===== src/rtl/mem_stage.sv =====
`default_nettype none
// +--------------------------------------------------------------------------+
// | mem_stage : memory-access pipeline stage between EXE and WB.             |
// | Loads/stores over a req/ack data-memory port; other ops pass in 1 cycle. |
// | Revision  : 1.0                                                          |
// +--------------------------------------------------------------------------+
module mem_stage #(
    parameter int WIDTH = 32
) (
    input  logic             clk,
    input  logic             rst,
    input  logic [WIDTH-1:0] IR_in,
    input  logic [WIDTH-3:0] PC_in,
    input  logic [WIDTH-1:0] Z,
    input  logic [WIDTH-1:0] Addr,
    output logic             IsStall,
    output logic [WIDTH-1:0] IR_out,
    output logic [WIDTH-3:0] PC_out,
    output logic [WIDTH-1:0] Z_out,
    output logic [WIDTH-1:0] LMD,
    output logic [WIDTH-1:0] LMD_hi,
    output logic             MisalignErr,
    output logic             dmem_req,
    output logic             dmem_we,
    output logic [3:0]       dmem_be,
    output logic [WIDTH-1:0] dmem_addr,
    output logic [WIDTH-1:0] dmem_wdata,
    input  logic [WIDTH-1:0] dmem_rdata,
    input  logic             dmem_ack
);

    localparam logic [5:0] OP_NOP = 6'h00;
    localparam logic [5:0] OP_LH  = 6'h21;
    localparam logic [5:0] OP_LW  = 6'h23;
    localparam logic [5:0] OP_LD  = 6'h37;
    localparam logic [5:0] OP_SH  = 6'h29;
    localparam logic [5:0] OP_SW  = 6'h2B;
    localparam logic [5:0] OP_SD  = 6'h3F;
    localparam logic [WIDTH-1:0] NOP_IR = {OP_NOP, {(WIDTH-6){1'b0}}};

    typedef enum logic [1:0] {
        S_IDLE = 2'd0,
        S_ACC1 = 2'd1,
        S_ACC2 = 2'd2
    } state_t;

    state_t           state_q, state_d;
    logic [WIDTH-1:0] ir_q, ir_d, z_q, z_d, addr_q, addr_d, lo_q, lo_d;
    logic [WIDTH-3:0] pc_q, pc_d;
    logic [WIDTH-1:0] ir_out_q, ir_out_d, z_out_q, z_out_d;
    logic [WIDTH-1:0] lmd_q, lmd_d, lmd_hi_q, lmd_hi_d;
    logic [WIDTH-3:0] pc_out_q, pc_out_d;
    logic             misalign_q, misalign_d;

    logic [5:0]       op_in, op_q;
    logic [WIDTH-1:0] word_addr;
    logic [15:0]      rd_half;
    logic [WIDTH-1:0] rd_half_sext;

    // A case match never hits an x opcode, so unknown IR decodes as non-memory.
    function automatic logic is_mem_op(input logic [5:0] op);
        case (op)
            OP_LW, OP_LH, OP_LD, OP_SW, OP_SH, OP_SD: return 1'b1;
            default:                                 return 1'b0;
        endcase
    endfunction

    function automatic logic is_half_op(input logic [5:0] op);
        case (op)
            OP_LH, OP_SH: return 1'b1;
            default:      return 1'b0;
        endcase
    endfunction

    assign op_in        = IR_in[WIDTH-1 -: 6];
    assign op_q         = ir_q[WIDTH-1 -: 6];
    assign word_addr    = {addr_q[WIDTH-1:2], 2'b00};
    assign rd_half      = addr_q[1] ? dmem_rdata[31:16] : dmem_rdata[15:0];
    assign rd_half_sext = {{(WIDTH-16){rd_half[15]}}, rd_half};

    always_ff @(posedge clk or posedge rst) begin
        if (rst) begin
            state_q    <= S_IDLE;
            ir_q       <= '0;
            pc_q       <= '0;
            z_q        <= '0;
            addr_q     <= '0;
            lo_q       <= '0;
            ir_out_q   <= NOP_IR;
            pc_out_q   <= '0;
            z_out_q    <= '0;
            lmd_q      <= '0;
            lmd_hi_q   <= '0;
            misalign_q <= 1'b0;
        end else begin
            state_q    <= state_d;
            ir_q       <= ir_d;
            pc_q       <= pc_d;
            z_q        <= z_d;
            addr_q     <= addr_d;
            lo_q       <= lo_d;
            ir_out_q   <= ir_out_d;
            pc_out_q   <= pc_out_d;
            z_out_q    <= z_out_d;
            lmd_q      <= lmd_d;
            lmd_hi_q   <= lmd_hi_d;
            misalign_q <= misalign_d;
        end
    end

    always_comb begin
        state_d    = state_q;
        ir_d       = ir_q;
        pc_d       = pc_q;
        z_d        = z_q;
        addr_d     = addr_q;
        lo_d       = lo_q;
        ir_out_d   = ir_out_q;
        pc_out_d   = pc_out_q;
        z_out_d    = z_out_q;
        lmd_d      = lmd_q;
        lmd_hi_d   = lmd_hi_q;
        misalign_d = 1'b0;
        dmem_req   = 1'b0;
        dmem_we    = 1'b0;
        dmem_be    = 4'b0000;
        dmem_addr  = '0;
        dmem_wdata = '0;

        case (state_q)
            S_IDLE: begin
                if (!is_mem_op(op_in)) begin
                    ir_out_d = IR_in;
                    pc_out_d = PC_in;
                    z_out_d  = Z;
                    lmd_d    = '0;
                    lmd_hi_d = '0;
                end else if (is_half_op(op_in) ? Addr[0] : (Addr[1:0] != 2'b00)) begin
                    misalign_d = 1'b1;
                    ir_out_d   = NOP_IR;
                end else begin
                    ir_d     = IR_in;
                    pc_d     = PC_in;
                    z_d      = Z;
                    addr_d   = Addr;
                    ir_out_d = NOP_IR;
                    state_d  = S_ACC1;
                end
            end

            S_ACC1: begin
                dmem_req  = 1'b1;
                dmem_addr = word_addr;
                dmem_be   = is_half_op(op_q) ? (addr_q[1] ? 4'b1100 : 4'b0011) : 4'b1111;
                case (op_q)
                    OP_SW, OP_SD: begin
                        dmem_we    = 1'b1;
                        dmem_wdata = z_q;
                    end
                    OP_SH: begin
                        dmem_we    = 1'b1;
                        dmem_wdata = {z_q[15:0], z_q[15:0]};
                    end
                    default: ;
                endcase
                if (dmem_ack) begin
                    if (op_q == OP_LD || op_q == OP_SD) begin
                        lo_d    = (op_q == OP_LD) ? dmem_rdata : '0;
                        state_d = S_ACC2;
                    end else begin
                        ir_out_d = ir_q;
                        pc_out_d = pc_q;
                        z_out_d  = z_q;
                        lmd_hi_d = '0;
                        case (op_q)
                            OP_LW:   lmd_d = dmem_rdata;
                            OP_LH:   lmd_d = rd_half_sext;
                            default: lmd_d = '0;
                        endcase
                        state_d = S_IDLE;
                    end
                end
            end

            S_ACC2: begin
                // Second word of a double access; the add wraps at the top of memory.
                dmem_req  = 1'b1;
                dmem_addr = word_addr + WIDTH'(4);
                dmem_be   = 4'b1111;
                if (op_q == OP_SD) begin
                    dmem_we    = 1'b1;
                    dmem_wdata = {WIDTH{z_q[WIDTH-1]}};
                end
                if (dmem_ack) begin
                    ir_out_d = ir_q;
                    pc_out_d = pc_q;
                    z_out_d  = z_q;
                    lmd_d    = lo_q;
                    lmd_hi_d = (op_q == OP_LD) ? dmem_rdata : '0;
                    state_d  = S_IDLE;
                end
            end

            default: state_d = S_IDLE;
        endcase
    end

    assign IsStall     = (state_q != S_IDLE);
    assign IR_out      = ir_out_q;
    assign PC_out      = pc_out_q;
    assign Z_out       = z_out_q;
    assign LMD         = lmd_q;
    assign LMD_hi      = lmd_hi_q;
    assign MisalignErr = misalign_q;

endmodule
`default_nettype wire

===== config.mk =====
export PLATFORM = sky130hd
export DESIGN_NAME = mem_stage
export DESIGN_NICKNAME = d
export VERILOG_FILES = /design/src/rtl/mem_stage.sv
export SDC_FILE = /design/constraint.sdc
export NUM_CORES = 1
export LEC_CHECK = 0
export ABC_AREA = 1
export BUFFER_PORTS_ARGS = -buffer_cell sky130_fd_sc_hd__buf_2
export CORE_ASPECT_RATIO = 1.25
export CORE_MARGIN = 1.5
export CORE_UTILIZATION = 59
export DETAILED_ROUTE_END_ITERATION = 12
export HOLD_SLACK_MARGIN = 0.12
export PLACE_DENSITY = 0.95
export SYNTH_ARGS = -nofsm -noshare
export SYNTH_HDL_FRONTEND = slang
export SYNTH_SLANG_ARGS = --single-unit

===== constraint.sdc =====
create_clock -name clk -period 19.4 [get_ports clk]
set_input_delay 1.94 -clock clk [delete_from_list [all_inputs] [get_ports clk]]
set_output_delay 1.94 -clock clk [all_outputs]
set_load 0.02 [all_outputs]

## Word-level counts from Yosys, hierarchy flattened

Cells that the tools add are included.

- Flip-flop bits (word level): 319
- Latch bits: 0
- RAM bits: 0
- Bits in read-only memories: 0
- Input port bits: 161
- Output and inout port bits: 230
- Word-level logic and storage cells: 105
- Memories: 0

- Add/sub/neg operators: 1
- $mul: 0
- Div/mod/pow operators: 0
- Magnitude comparators: 0
- Equal/unequal tests: 20
- Shift-type cells: 0
- Multiplexer cells: 55
- Bitwise logic cells: 1
- Reductions and logical operators: 16

Operator list:

| kind | number |
|---|---|
| 32-bit two-way mux | 17 |
| 32-bit one-hot mux with 3 select lines | 4 |
| 32-bit one-hot mux with 2 select lines | 4 |
| 30-bit two-way mux | 4 |
| 30-bit one-hot mux with 3 select lines | 1 |
| 6-bit == test (second input constant) | 12 |
| 32-bit by 3-bit adder with 32-bit output (second input constant) | 1 |
| 16-bit two-way mux | 1 |
| 1-bit two-way mux | 14 |
| 2-bit inequality test (second input constant) | 6 |
| 2-bit two-way mux | 5 |
| 4-bit two-way mux | 2 |
| 4-bit one-hot mux with 2 select lines | 1 |
| 4-bit AND reduction | 2 |
| 2-bit OR reduction | 4 |
| 2-bit one-hot mux with 3 select lines | 1 |
| 3-bit AND reduction | 2 |
| 6-bit OR reduction | 1 |
| 5-bit AND reduction | 1 |
| 2-bit nonzero test | 2 |
| 3-bit nonzero test | 1 |
| 3-bit OR reduction | 1 |
| 2-bit by 1-bit == test with 1-bit output (second input constant) | 1 |
| 2-bit == test (second input constant) | 1 |
| 4 further kinds | 4 |

## Logic depth before layout (Yosys ltp)

- Word-level depth: 10
- Depth in mapped cells: 12
- Depth with buffers taken out: 11

## Worst setup path before layout

No wires, ideal clock.

- Path type: register to output
- Start: register state_q[0]
- End: output port dmem_wdata[4]
- Data arrival time: 2.068 ns
- Data required time: 17.460 ns
- Slack: 15.392 ns
- Stages on the path, launching flop included: 8
- Buffers on the path: 3
- Path through: dfrtp_1 -> inv_1 -> ha_1 -> buf_2 -> buf_2 -> clkbuf_1 -> nand2_1 -> o21ai_0

- Word-level cells in the longest chain between the ends: 2

RTL lines:

| what | line | text |
|---|---|---|
| start: declaration | 47 | `state_t state_q, state_d;` |
| start signal: assignment | 96 | `state_q <= state_d;` |
| 2-bit == test or 2-bit by 1-bit == test with 1-bit output (tied branches) | 130 | `case (state_q)` |
| 32-bit one-hot mux with 2 select lines (*) | 130 |  |
| end: declaration | 27 | `output logic [WIDTH-1:0] dmem_wdata,` |

Mark *: on every way between the ends. The rest lies on a longest branch, timed or not.

## Final worst setup path

- Start: register state_q[1]
- End: output port dmem_wdata[15]

The elaborated chain is that of the path after synthesis.

==> impl_metrics.env <==
export IMPL_cp_start_kind="flop"
export IMPL_endpoint_kind="primary output"
export IMPL_skew_ns=0.0160
export IMPL_ioPinCount=391
export IMPL_synth_top_area_share_pct=48.9
export IMPL_min_path_type="reg -> reg"
export IMPL_status="complete, no violations"
export IMPL_critPathMaxFanout=71
export IMPL_clockBufferDepth=3
export IMPL_fin_crit_sh_pct=28.2
export IMPL_cts_tree="yes"
export IMPL_gp_congestion=0.974
export IMPL_grtUsageTotal_pct=35.5
export IMPL_maxCapViolCount=0
export IMPL_grt_pass1_vias=15800
export IMPL_cts_root_buf="clkbuf_16"
export IMPL_grt_ovfl_total=0
export IMPL_place_hpwl_um=34500
export IMPL_fp_dieW_um=152
export IMPL_place_port_buffers=388
export IMPL_final_cell_mix="nand2_1, buf_2, dfrtp_1"
export IMPL_synthCells=2179
export IMPL_wl_um=51400
export IMPL_rows=67
export IMPL_crit_required_ns=17.46
export IMPL_nNetsFinal=2649
export IMPL_coreArea_sq_um=27000
export IMPL_synth_area_leaders="dfrtp_1, nand2_1, o21ai_0"
export IMPL_yosysSeqAreaShare_pct=48.9
export IMPL_finalInstanceArea_sq_um=19100
export IMPL_cts_resized=0
export IMPL_htree_levels=1
export IMPL_yosysWarnings=0
export IMPL_rsz0062_at_grt="no"
export IMPL_final_common_cell="nand2_1"
export IMPL_ys_seq_elements=318
export IMPL_wl_per_cell_um=18.0
export IMPL_final_antenna_net_count=0
export IMPL_grt_max_degree=177
export IMPL_postPlaceCellArea_sq_um=18100
export IMPL_final_util_pct=70.8
export IMPL_area_growth_synth_to_final_pct=17.5
export IMPL_fp_dieH_um=189
export IMPL_cts_reportedPaths_clkPinSlew_ns=0.07
export IMPL_dieArea_sq_um=28600
export IMPL_drive_gt1_share_pct=21.3
export IMPL_power_leakage_nw=10.7
export IMPL_start_util_pct=60.3
export IMPL_antenna_found_initial=4
export IMPL_syn_cell_area_sq_um=16300
export IMPL_vias_per_cell=5.68
export IMPL_max_slew_margin_pct=16.3
export IMPL_ys_types=38
export IMPL_p_per_area_nw_per_um2=144
export IMPL_timing_final_crit_period_ns=5.48
export IMPL_ir_drop_mv=0.147
export IMPL_clk_latency_ns=0.58
export IMPL_postCtsSetupBuffers=0
export IMPL_max_freq_ghz=0.182
export IMPL_dr_pass1_iters=7
export IMPL_worstPathArrival_ns=3.54
export IMPL_synth_avg_cell_area_sq_um=7.47
export IMPL_totalPowerFinal_mw=2.75
export IMPL_hold_buffers=0
export IMPL_vias=16200
export IMPL_dr_first_iter_drc_count=1415
export IMPL_numCtsBuffers=31
export IMPL_yosys_area_top_type="dfrtp_1"
export IMPL_grt_first_pass_wirelength_um=80200
export IMPL_worstSetupPathType="reg -> out"
export IMPL_finalSetupViolations=0
export IMPL_slew_violations=0
export IMPL_drcViolationCount=0
export IMPL_fin_tns_setup_ns=0
export IMPL_finalHoldViolCount=0
export IMPL_worstMarginPinSlew_ns=1.26
export IMPL_cts_sinks=318
[synthesized netlist by cell type, drive strengths merged]
| master | number |
|---|---|
| a21oi | 43 |
| a31oi | 37 |
| and3 | 2 |
| buf | 86 |
| clkbuf | 44 |
| clkinv | 2 |
| conb | 1 |
| dfrtp | 318 |
| ha | 5 |
| inv | 200 |
| mux2 | 32 |
| nand2 | 882 |
| nand3 | 100 |
| nand4 | 21 |
| nor2 | 150 |
| nor3 | 3 |
| nor3b | 2 |
| nor4 | 1 |
| o211ai | 4 |
| o21ai | 240 |
| o21bai | 3 |
| o22ai | 1 |
| o31ai | 2 |
[worst paths after layout]
kind / slack, ns / from / to / cells past startpoint
worst max-delay path: 13.92 / state_q[1]$_DFFE_PP0P_ / dmem_wdata[15] / 6
worst min-delay path: 0.47 / LMD[23]$_DFFE_PP0P_ / LMD[23]$_DFFE_PP0P_ / 2
worst max register to register: 14.66 / state_q[0]$_DFFE_PP0P_ / Z_out[25]$_DFFE_PP0P_ / 13
worst min register to register: 0.47 / LMD[23]$_DFFE_PP0P_ / LMD[23]$_DFFE_PP0P_ / 2
max in group asynchronous: 16.37 / rst / pc_q[16]$_DFFE_PP0P_ / 3
min in group asynchronous: 1.55 / rst / addr_q[21]$_DFFE_PP0P_ / 2
[state kept, by name, indices dropped and copies added (netlist names)]
| name | flops |
|---|---|
| MisalignErr | 1 |
| ir_q | 32 |
| z_q | 32 |
| addr_q | 31 |
| PC_out | 30 |
| LMD | 32 |
| pc_q | 30 |
| IR_out | 32 |
| lo_q | 32 |
| LMD_hi | 32 |
| state_q | 2 |
| Z_out | 32 |
[metrics by stage]
stage / setup WS, ns / std cells / hold slack [ns]
after floorplan: 8.66 / 2180 / 0.453
after global placement: 14.29 / 2795 / 0.458
after detailed placement: 14.18 / 2795 / 0.460
after CTS: 13.99 / 2853 / 0.477
after global routing: 13.70 / 2855 / 0.496
final: 13.92 / 2857 / 0.474
[where the power goes]
part	switching, mW	internal [mW]	total [mW]
clock	0.275	0.348	0.623
sequential	0.179	0.874	1.05
combinational	0.773	0.305	1.08
total	1.23	1.53	2.75
[critical path, cell delays in order, from the launching register on]
cell and delay, ns:
dfrtp_1 0.42, inv_1 0.11, ha_4 0.47, buf_4 0.63, nand4_1 0.71, o21ai_1 0.37, buf_2 0.22
[routing by layer]
layer	vias to the layer above	wire [um]	track usage (%)
li1	7453	-	-
met1	7568	18800	44.1
met2	981	24600	58.1
met3	216	4810	6.39
met4	4	3110	20.0
met5	-	17	0
[cell families (layout without fill, tap and decap cells)]
kind of cell	count (synthesis)	in the layout	synth area share, %
simple gates	1161	1161	28.6
buf+inv	332	660	9.08
compound gates	330	330	10.8
flops	318	318	48.9
mux	32	32	2.21
fa+ha+maj	5	5	0.384
other cells	1	6	0.0230
[area by class of cell]
type	instances	area, sq um
timing repair buffer	400	2040
sequential	318	7960
inverter	202	767
tap	345	432
multi-input combinational	1530	6880
fill	2057	7870
clock buffer	40	840
clock inverter	18	193
antenna	4	10.0
No activity file was read; power rests on OpenSTA's default activity.
